==> src/rtl/alu_result_stage_if.sv <==
// Bus bundle between the ALU result stage and its neighbours: the upstream offer,
// the downstream memory-stage handshake, the flush input and the fetch redirect.
interface alu_result_stage_if #(
    parameter int DATA_WIDTH     = 32,
    parameter int REG_ADDR_WIDTH = 5
);
    logic                      in_valid;
    logic                      in_ready;
    logic [DATA_WIDTH-1:0]     in_result;
    logic                      in_result_is_zero;
    logic [REG_ADDR_WIDTH-1:0] in_rd;
    logic                      in_reg_write;
    logic [1:0]                in_branch_type;
    logic [DATA_WIDTH-1:0]     in_branch_target;
    logic                      flush;
    logic                      out_valid;
    logic                      out_ready;
    logic [DATA_WIDTH-1:0]     out_result;
    logic [REG_ADDR_WIDTH-1:0] out_rd;
    logic                      out_reg_write;
    logic                      redirect_valid;
    logic [DATA_WIDTH-1:0]     redirect_pc;

    // master is the pipeline environment, slave is the result stage itself
    modport master (
        output in_valid, in_result, in_result_is_zero, in_rd, in_reg_write,
               in_branch_type, in_branch_target, flush, out_ready,
        input  in_ready, out_valid, out_result, out_rd, out_reg_write,
               redirect_valid, redirect_pc
    );

    modport slave (
        input  in_valid, in_result, in_result_is_zero, in_rd, in_reg_write,
               in_branch_type, in_branch_target, flush, out_ready,
        output in_ready, out_valid, out_result, out_rd, out_reg_write,
               redirect_valid, redirect_pc
    );
endinterface

==> src/rtl/alu_result_stage.sv <==
// Execute-to-memory stage: buffers ALU results in a small FIFO and resolves branches
// into a registered one-cycle fetch redirect. ALU_RESULT_STAGE_PERF_EN adds perf counters.
module alu_result_stage #(
    parameter int DATA_WIDTH     = 32,
    parameter int REG_ADDR_WIDTH = 5,
    parameter int DEPTH          = 2
) (
    input  logic               clk,
    input  logic               rst_n,
    alu_result_stage_if.slave  bus
`ifdef ALU_RESULT_STAGE_PERF_EN
    ,
    output logic [31:0]        perf_taken_cnt,
    output logic [31:0]        perf_stall_cnt
`endif
);
    localparam int PTR_W = $clog2(DEPTH);
    localparam int CNT_W = PTR_W + 1;
    localparam logic [CNT_W-1:0] FULL_CNT = CNT_W'(DEPTH);

    logic [PTR_W-1:0]          wr_ptr;
    logic [PTR_W-1:0]          rd_ptr;
    logic [CNT_W-1:0]          count;
    logic [DATA_WIDTH-1:0]     result_mem [DEPTH];
    logic [REG_ADDR_WIDTH-1:0] rd_mem     [DEPTH];
    logic                      rw_mem     [DEPTH];
    logic                      push;
    logic                      pop;
    logic                      taken;

    assign bus.in_ready      = (count != FULL_CNT);
    assign bus.out_valid     = (count != '0);
    assign bus.out_result    = result_mem[rd_ptr];
    assign bus.out_rd        = rd_mem[rd_ptr];
    assign bus.out_reg_write = rw_mem[rd_ptr];

    assign push = bus.in_valid & bus.in_ready & ~bus.flush;
    assign pop  = bus.out_valid & bus.out_ready & ~bus.flush;

    always_comb begin
        taken = 1'b0;
        case (bus.in_branch_type)
            2'd1:    taken = bus.in_result_is_zero;
            2'd2:    taken = ~bus.in_result_is_zero;
            2'd3:    taken = 1'b1;
            default: taken = 1'b0;
        endcase
    end

    // Entry array is reset so the stale head reads 0 straight out of reset
    always_ff @(posedge clk or negedge rst_n) begin
        if (!rst_n) begin
            for (int i = 0; i < DEPTH; i++) begin
                result_mem[i] <= '0;
                rd_mem[i]     <= '0;
                rw_mem[i]     <= 1'b0;
            end
        end else if (push) begin
            result_mem[wr_ptr] <= bus.in_result;
            rd_mem[wr_ptr]     <= bus.in_rd;
            rw_mem[wr_ptr]     <= bus.in_reg_write;
        end
    end

    always_ff @(posedge clk or negedge rst_n) begin
        if (!rst_n) begin
            wr_ptr <= '0;
            rd_ptr <= '0;
            count  <= '0;
        end else if (bus.flush) begin
            wr_ptr <= '0;
            rd_ptr <= '0;
            count  <= '0;
        end else begin
            if (push) wr_ptr <= wr_ptr + PTR_W'(1);
            if (pop)  rd_ptr <= rd_ptr + PTR_W'(1);
            case ({push, pop})
                2'b10:   count <= count + CNT_W'(1);
                2'b01:   count <= count - CNT_W'(1);
                default: count <= count;
            endcase
        end
    end

    // Only a pushed branch can redirect, so a flushed instruction never does
    always_ff @(posedge clk or negedge rst_n) begin
        if (!rst_n) begin
            bus.redirect_valid <= 1'b0;
            bus.redirect_pc    <= '0;
        end else begin
            bus.redirect_valid <= push & taken;
            if (push & taken) bus.redirect_pc <= bus.in_branch_target;
        end
    end

`ifdef ALU_RESULT_STAGE_PERF_EN
    always_ff @(posedge clk or negedge rst_n) begin
        if (!rst_n) begin
            perf_taken_cnt <= '0;
            perf_stall_cnt <= '0;
        end else begin
            if (bus.redirect_valid)               perf_taken_cnt <= perf_taken_cnt + 32'd1;
            if (bus.in_valid && !bus.in_ready)    perf_stall_cnt <= perf_stall_cnt + 32'd1;
        end
    end
`endif
endmodule

==> src/flat_wrapper.sv <==
// flat-port wrapper written by rule: the top's interface ports become plain ports
module alu_result_stage_flat 
#(
    parameter int DATA_WIDTH     = 32,
    parameter int REG_ADDR_WIDTH = 5,
    parameter int DEPTH          = 2
)
  (clk, rst_n, bus_in_valid, bus_in_result, bus_in_result_is_zero, bus_in_rd, bus_in_reg_write, bus_in_branch_type, bus_in_branch_target, bus_flush, bus_out_ready, bus_in_ready, bus_out_valid, bus_out_result, bus_out_rd, bus_out_reg_write, bus_redirect_valid, bus_redirect_pc);
  alu_result_stage_if #(.DATA_WIDTH(DATA_WIDTH), .REG_ADDR_WIDTH(REG_ADDR_WIDTH)) bus_i ();
  input  logic clk;
  input  logic rst_n;
  input wire logic [$bits(bus_i.in_valid)-1:0] bus_in_valid;
  input wire logic [$bits(bus_i.in_result)-1:0] bus_in_result;
  input wire logic [$bits(bus_i.in_result_is_zero)-1:0] bus_in_result_is_zero;
  input wire logic [$bits(bus_i.in_rd)-1:0] bus_in_rd;
  input wire logic [$bits(bus_i.in_reg_write)-1:0] bus_in_reg_write;
  input wire logic [$bits(bus_i.in_branch_type)-1:0] bus_in_branch_type;
  input wire logic [$bits(bus_i.in_branch_target)-1:0] bus_in_branch_target;
  input wire logic [$bits(bus_i.flush)-1:0] bus_flush;
  input wire logic [$bits(bus_i.out_ready)-1:0] bus_out_ready;
  output wire logic [$bits(bus_i.in_ready)-1:0] bus_in_ready;
  output wire logic [$bits(bus_i.out_valid)-1:0] bus_out_valid;
  output wire logic [$bits(bus_i.out_result)-1:0] bus_out_result;
  output wire logic [$bits(bus_i.out_rd)-1:0] bus_out_rd;
  output wire logic [$bits(bus_i.out_reg_write)-1:0] bus_out_reg_write;
  output wire logic [$bits(bus_i.redirect_valid)-1:0] bus_redirect_valid;
  output wire logic [$bits(bus_i.redirect_pc)-1:0] bus_redirect_pc;
  assign bus_i.in_valid = bus_in_valid;
  assign bus_i.in_result = bus_in_result;
  assign bus_i.in_result_is_zero = bus_in_result_is_zero;
  assign bus_i.in_rd = bus_in_rd;
  assign bus_i.in_reg_write = bus_in_reg_write;
  assign bus_i.in_branch_type = bus_in_branch_type;
  assign bus_i.in_branch_target = bus_in_branch_target;
  assign bus_i.flush = bus_flush;
  assign bus_i.out_ready = bus_out_ready;
  assign bus_in_ready = bus_i.in_ready;
  assign bus_out_valid = bus_i.out_valid;
  assign bus_out_result = bus_i.out_result;
  assign bus_out_rd = bus_i.out_rd;
  assign bus_out_reg_write = bus_i.out_reg_write;
  assign bus_redirect_valid = bus_i.redirect_valid;
  assign bus_redirect_pc = bus_i.redirect_pc;
  alu_result_stage #(.DATA_WIDTH(DATA_WIDTH), .REG_ADDR_WIDTH(REG_ADDR_WIDTH), .DEPTH(DEPTH)) u_core (.clk(clk), .rst_n(rst_n), .bus(bus_i));
endmodule
==> config.mk <==
export PLATFORM = sky130hd
export DESIGN_NAME = alu_result_stage_flat
export DESIGN_NICKNAME = d
export VERILOG_FILES = /design/src/rtl/alu_result_stage_if.sv /design/src/rtl/alu_result_stage.sv /design/src/flat_wrapper.sv
export SDC_FILE = /design/constraint.sdc
export NUM_CORES = 1
export LEC_CHECK = 0
export CAP_MARGIN = 25
export CORE_MARGIN = 2
export CORE_UTILIZATION = 45
export DETAILED_ROUTE_END_ITERATION = 8
export PLACE_DENSITY = 0.84
export SYNTH_ARGS = -nofsm -noshare
export SYNTH_HDL_FRONTEND = slang
export SYNTH_SLANG_ARGS = --single-unit
==> constraint.sdc <==
create_clock -name clk -period 1.9 [get_ports clk]
set_clock_uncertainty 0.05 [all_clocks]
set_input_delay 0.285 -clock clk [delete_from_list [all_inputs] [get_ports clk]]
set_output_delay 0.285 -clock clk [all_outputs]
set_load 0.03 [all_outputs]
==> flow_summary_export.csv, run 1 <==
group,metric,value,unit
outcome,status,"finished, violations left",
outcome,violations,"setup timing",
timing,relSlewSlack,77.0,%
logic_synthesis,synth_top_area_share,58.9,%
critical_path,rr_worst_depth,5,
cells_and_area,utilization,73.4,%
grt,antenna_found_initial,0,
cells_and_area,area_growth,57.8,%
logic_synthesis,syn_area,0.00480,mm²
logic_synthesis,yosysWarnings,0,
critical_path,crit_chain,"buf_6, clkbuf_16, mux2_4, buf_6",
cts,cts_tree,"done",
logic_synthesis,synth_cell_type_count,24,
cts,clkLatencyLatePin,490,ps
critical_path,critPathSlowestCell,"dfrtp_2",
detailed_routing,firstDrtPassIters,4,
logic_synthesis,syn-num-nets,376,
timing,setup_violations,38,
cells_and_area,final_cell_mix,"dfrtp_1 (112), mux2_2 (99), clkdlybuf4s50_1 (98)",
grt,grt_overflow,0,
logic_synthesis,synth_area_leaders,"dfrtp_1 (59%), mux2_2 (30%), mux2_4 (6.3%)",
floorplan,io_pins,151,
detailed_routing,vias_per_cell,5.01,
logic_synthesis,syn_inst,298,
critical_path,max_stage_delay,410,ps
grt,busiest_layer,"met2",
critical_path,r2r-start,"u_core.count[0]",
cells_and_area,final_common_cell,"dfrtp_1",
cts,clock-sinks,113,
critical_path,cp-end-kind,"output port",
placement,place_congestion,0.731,
grt,grt_pass1_vias,3506,
floorplan,die_h,107,µm
placement,hpwl,7250,µm
grt,grt_use_met2,34.9,%
critical_path,r2r_setup_slack,100,ps
cts,root_buffer,"clkbuf_8",
floorplan,initial_utilization,46.5,%
critical_path,critPathKind,"flip-flop to output port",
floorplan,fp.dieW,107,µm
logic_synthesis,ys_ff_latch,113,
power,vdd_drop_max,0.000830,V
placement,port_buffers,150,
logic_synthesis,synth_seq_area_share,58.9,%
job,drv_cap,0,
critical_path,crit_path_frequent_cell,"buf_6",
cells_and_area,layout.nets,553,
power,power_density,1310,mW/mm²
timing,hold_ws,177,ps
critical_path,crit_family,"buffers and inverters",
detailed_routing,drt_iter0_drc,138,
detailed_routing,drc,0,
critical_path,start_kind,"flip-flop",
critical_path,cp_num_cells,4,
critical_path,required,1560,ps
critical_path,reg2reg_to,"u_core.result_mem[3]",
timing,fin_crit,2000,ps
detailed_routing,ant_nets,0,
detailed_routing,wl,11300,µm
timing,period_share,105,%
detailed_routing,vias,3124,
detailed_routing,routedWlPerCell,18.2,µm
grt,met1_usage,22.9,%
timing,maxSlewViolCount,0,
cells_and_area,antenna_cells,0,
grt,use_met3,3.69,%
cells_and_area,drive_gt1_share,50.6,%
power,p_leak,3.44,nW
timing,worst_pin_slew,345,ps
grt,grtUsageTotal,19.7,%
cts,cts_buffer_depth,2,
grt,grt_pass1_wl,17400,µm
timing,rsz0062_at_grt,"true",
critical_path,cp.arrival,1670,ps
timing,fmax,499,MHz
critical_path,path_buf_inv,3,
cts,htreeDepth,4,
timing,hold_violations,0,
logic_synthesis,synth_area_leader_cell,"dfrtp_1",
floorplan,die_area,0.0115,mm²
timing,setup_slack,-104,ps
cts,clk_pin_slew,60,ps
critical_path,cp_max_fo,6,
logic_synthesis,avgSynthCellArea,16.1,µm²
floorplan,core_area,0.0103,mm²
grt,grt_start_max_net_pins,43,
floorplan,rows,37,
cts,numCtsBuffers,17,
min_path,hp-class,"input port to asynchronous set/reset pin",
## what timing repair did
item / CTS / global route
endpoints found under the setup margin: 40 / 49
endpoints found under the hold margin: 62 / 0
hold buffers: 1 / 0
cloned: 2 / 2
buffers inserted: 4 / 1
resized for setup: 254 / 51
## cells in the mapped netlist
master	n
a21o_1	1
a21oi_1	4
buf_2	7
buf_4	2
buf_6	3
clkbuf_1	3
dfrtp_1	113
inv_1	2
mux2_2	126
mux2_4	20
mux2i_1	2
nand2b_1	1
nand3b_1	1
nor2_1	1
nor2b_2	1
nor3_1	1
nor3_2	1
nor3b_1	1
o211ai_1	1
o21ai_0	2
or2_2	2
or3_1	1
or3b_4	1
xor2_1	1
## report_power, final
part / switching [mW] / internal, mW / total [mW]
Sequential: 0.320 / 2.98 / 3.30
Combinational: 1.38 / 1.65 / 3.03
Clock: 1.11 / 2.47 / 3.58
Total: 2.81 / 7.10 / 9.91
## state kept, by name, indices dropped and copies added (netlist names)
name                       count
u_core.bus.redirect_pc        32
u_core.bus.redirect_valid      1
u_core.count                   2
u_core.rd_mem                 10
u_core.rd_ptr                  1
u_core.result_mem             64
u_core.rw_mem                  2
u_core.wr_ptr                  1
## final cells by class
type	count	area [µm²]
Clock buffer	20	445
Multi-Input combinational cell	168	1990
Tap cell	136	170
Sequential cell	113	2830
Inverter	2	7.51
Timing Repair Buffer	173	1910
Clock inverter	12	229
Fill cell	644	2750
## layer usage
| metal | up-vias | share of wire, % |
|---|---|---|
| met2 | 102 | 53 |
| li1 | 1424 | - |
| met4 | 0 | 1.8 |
| met3 | 17 | 4.8 |
| met5 | - | 0 |
| met1 | 1581 | 40 |
## cell families (layout without fill, tap and decap cells)
| logic type | count (synthesis) | after routing | synth area share (%) |
|---|---|---|---|
| buffers and inverters | 17 | 207 | 2.14 |
| muxes | 148 | 148 | 36.2 |
| AOI/OAI and AO/OA | 8 | 8 | 0.938 |
| xor gates and xnor gates | 1 | 1 | 0.182 |
| and+or+nand+nor | 11 | 11 | 1.64 |
| DFF | 113 | 113 | 58.9 |
## through the flow
stage | power (mW) | setup WS, ps | area [µm²] | setup TNS (ps) | instances
floorplan | 4.92 | 166 | 4800 | 0 | 298
global placement | 5.99 | -123 | 6580 | -9250 | 583
detailed placement | 6.08 | -175 | 6580 | -10120 | 583
CTS | 9.78 | -146 | 7370 | -3880 | 622
global route | 10.3 | -155 | 7580 | -4580 | 624
finish | 9.91 | -104 | 7580 | -2550 | 624
## how the worst max path moves through the flow
stage,from,end
5_1_grt,u_core.rd_ptr,bus_out_result[5]
4_1_cts,u_core.rd_ptr,bus_out_result[17]
3_3_place_gp,bus_flush,u_core.result_mem[56]
3_5_place_dp,bus_flush,u_core.result_mem[33]
6_report,u_core.rd_ptr,bus_out_result[27]
2_1_floorplan,u_core.count[1],u_core.result_mem[0]
## worst register-to-register path: stages (launching register included)
cell,delay [ps]
dfrtp_1,470
nor2b_4,70
buf_4,160
or3b_4,430
buf_12,180
mux2_4,330
(Power assumes the default switching activity.)
==> inputs of run 2 (changes only) <==
--- a/config.mk
+++ b/config.mk
@@ -5,11 +5,12 @@
 export SDC_FILE = /design/constraint.sdc
 export NUM_CORES = 1
 export LEC_CHECK = 0
+export ABC_CLOCK_PERIOD_IN_PS = 1900
 export CAP_MARGIN = 25
 export CORE_MARGIN = 2
-export CORE_UTILIZATION = 45
+export CORE_UTILIZATION = 47
 export DETAILED_ROUTE_END_ITERATION = 8
-export PLACE_DENSITY = 0.84
+export PLACE_DENSITY = 0.87
 export SYNTH_ARGS = -nofsm -noshare
 export SYNTH_HDL_FRONTEND = slang
 export SYNTH_SLANG_ARGS = --single-unit
==> flow_summary_export.csv, run 2 (synthesis results as in run 1) <==
group,metric,value,unit
critical_path,cp_max_fo,6,
timing,rsz0062_at_grt,"true",
timing,fin_setup_tns,-3580,ps
grt,grt_overflow,0,
min_path,hp-class,"input port to asynchronous set/reset pin",
floorplan,core_area,0.00986,mm²
grt,grt_start_max_net_pins,57,
timing,period_share,106,%
detailed_routing,wl,11700,µm
critical_path,path_buf_inv,3,
critical_path,cp-end-kind,"output port",
critical_path,crit_chain,"buf_12, clkbuf_16, mux2_4, buf_6",
timing,fin_crit,2020,ps
cts,clkLatencyLatePin,510,ps
power,vdd_drop_max,0.000662,V
detailed_routing,drt-met1-wl,4710,µm
cells_and_area,area_growth,53.9,%
critical_path,cp.arrival,1680,ps
placement,port_buffers,150,
cts,cts_buffer_depth,2,
cts,cts_tree,"done",
cells_and_area,utilization,74.9,%
critical_path,critPathSlowestCell,"dfrtp_2",
timing,setup_violations,38,
grt,grt_pass1_wl,18400,µm
cells_and_area,multi_input_area,0.00194,mm²
timing,hold_violations,0,
cells_and_area,drive_gt1_share,49.8,%
floorplan,die_h,105,µm
cts,clk_pin_slew,60,ps
detailed_routing,routed.top_layer,"met4",
job,drv_cap,0,
critical_path,start_kind,"flip-flop",
placement,placed_area,0.00656,mm²
detailed_routing,routedWlPerCell,19.0,µm
detailed_routing,firstDrtPassIters,5,
floorplan,die_area,0.0110,mm²
floorplan,fp.dieW,105,µm
cts,htreeDepth,4,
detailed_routing,drt_iter0_drc,113,
cells_and_area,largest_reg_flops,64,
cells_and_area,final_common_cell,"mux2_2",
cells_and_area,final_cell_area,0.00739,mm²
cts,clock-sinks,113,
timing,setup_slack,-119,ps
detailed_routing,ant_nets,0,
cells_and_area,layout.nets,549,
cells_and_area,regMostFlops,"u_core.result_mem",
cells_and_area,final_cell_mix,"mux2_2 (113), dfrtp_1 (111), clkdlybuf4s50_1 (83)",
placement,hpwl,7360,µm
cts,root_buffer,"clkbuf_8",
timing,relSlewSlack,70.7,%
floorplan,rows,36,
detailed_routing,vias_per_cell,5.07,
cells_and_area,antenna_cells,0,
cells_and_area,regArea,0.00283,mm²
placement,place_congestion,0.741,
critical_path,critPathKind,"flip-flop to output port",
power,power_density,1250,mW/mm²
floorplan,initial_utilization,48.7,%
cells_and_area,nFillCells,590,
critical_path,required,1560,ps
cells_and_area,largest_registers,"u_core.result_mem x64, u_core.bus.redirect_pc x32, u_core.rd_mem x10",
grt,grt_pass1_vias,3497,
power,p_leak,3.45,nW
detailed_routing,wl_met3,604,µm
floorplan,io_pins,151,
timing,maxSlewViolCount,0,
cts,numCtsBuffers,17,
outcome,status,"finished, violations left",
critical_path,crit_family,"buffers and inverters",
detailed_routing,vias,3116,
detailed_routing,drc,0,
detailed_routing,met2_length,6240,µm
critical_path,max_stage_delay,410,ps
timing,fmax,495,MHz
outcome,violations,"setup timing",
timing,worst_pin_slew,440,ps
grt,antenna_found_initial,0,
grt,grtUsageTotal,21.6,%
## run 2: worst register-to-register path: cells and delay by family, from the launching register on
kind                   cells  cell delay (ps)
and+or+nand+nor            2              590
DFF                        1              430
muxes                      1              330
buffers and inverters      2              330
## run 2: power breakdown
part	leakage (nW)	switching, mW	internal [mW]	total, mW
logic	1.82	1.38	1.56	2.93
clock network	0.280	1.02	2.02	3.04
registers	1.35	0.316	2.98	3.30
total	3.45	2.71	6.55	9.27
## run 2: stage by stage
step           hold slack [ps]  power, mW  setup slack (ps)  std cells
6_report                   207       9.27              -119        615
5_1_grt                    239       9.66              -172        615
4_1_cts                    195       9.17              -201        613
3_5_place_dp               200       6.08              -193        578
3_3_place_gp               199       5.98              -161        578
2_1_floorplan            -60.6       4.92               166        298
## run 2: repair_timing
action | in CTS | in global routing
cloned | 1 | 3
hold endpoints to repair | 28 | 0
setup endpoints to repair | 43 | 62
hold buffers | 1 | 0
gates resized for setup | 191 | 139
setup buffers | 3 | 1
## run 2: area by class of cell
class,count,share of cell area (%)
clock buffer,25,6.69
clock inverter,5,1.05
inverter,2,0.102
multi-input combinational,168,26.2
sequential,113,38.3
tap,133,2.25
timing repair buffer,169,25.4
## run 2: layer usage
layer	up-vias	GRT usage [%]
met5	-	0
met4	0	8.86
met3	12	6.36
met2	100	37.6
met1	1585	25.0
li1	1419	-
## run 2: final timing paths
| check | from | end | slack (ps) | cells past startpoint |
|---|---|---|---|---|
| hold / removal | rst_n | u_core.result_mem[50] | 210 | 2 |
| max in group asynchronous | rst_n | u_core.result_mem[6] | 940 | 3 |
| min in group clk | bus_in_branch_target[21] | u_core.bus.redirect_pc[21] | 340 | 2 |
| hold reg to reg | u_core.bus.redirect_pc[10] | u_core.bus.redirect_pc[10] | 450 | 1 |
| setup reg to reg | u_core.count[1] | u_core.result_mem[14] | 50 | 5 |
| setup / recovery | u_core.rd_ptr | bus_out_result[27] | -120 | 4 |
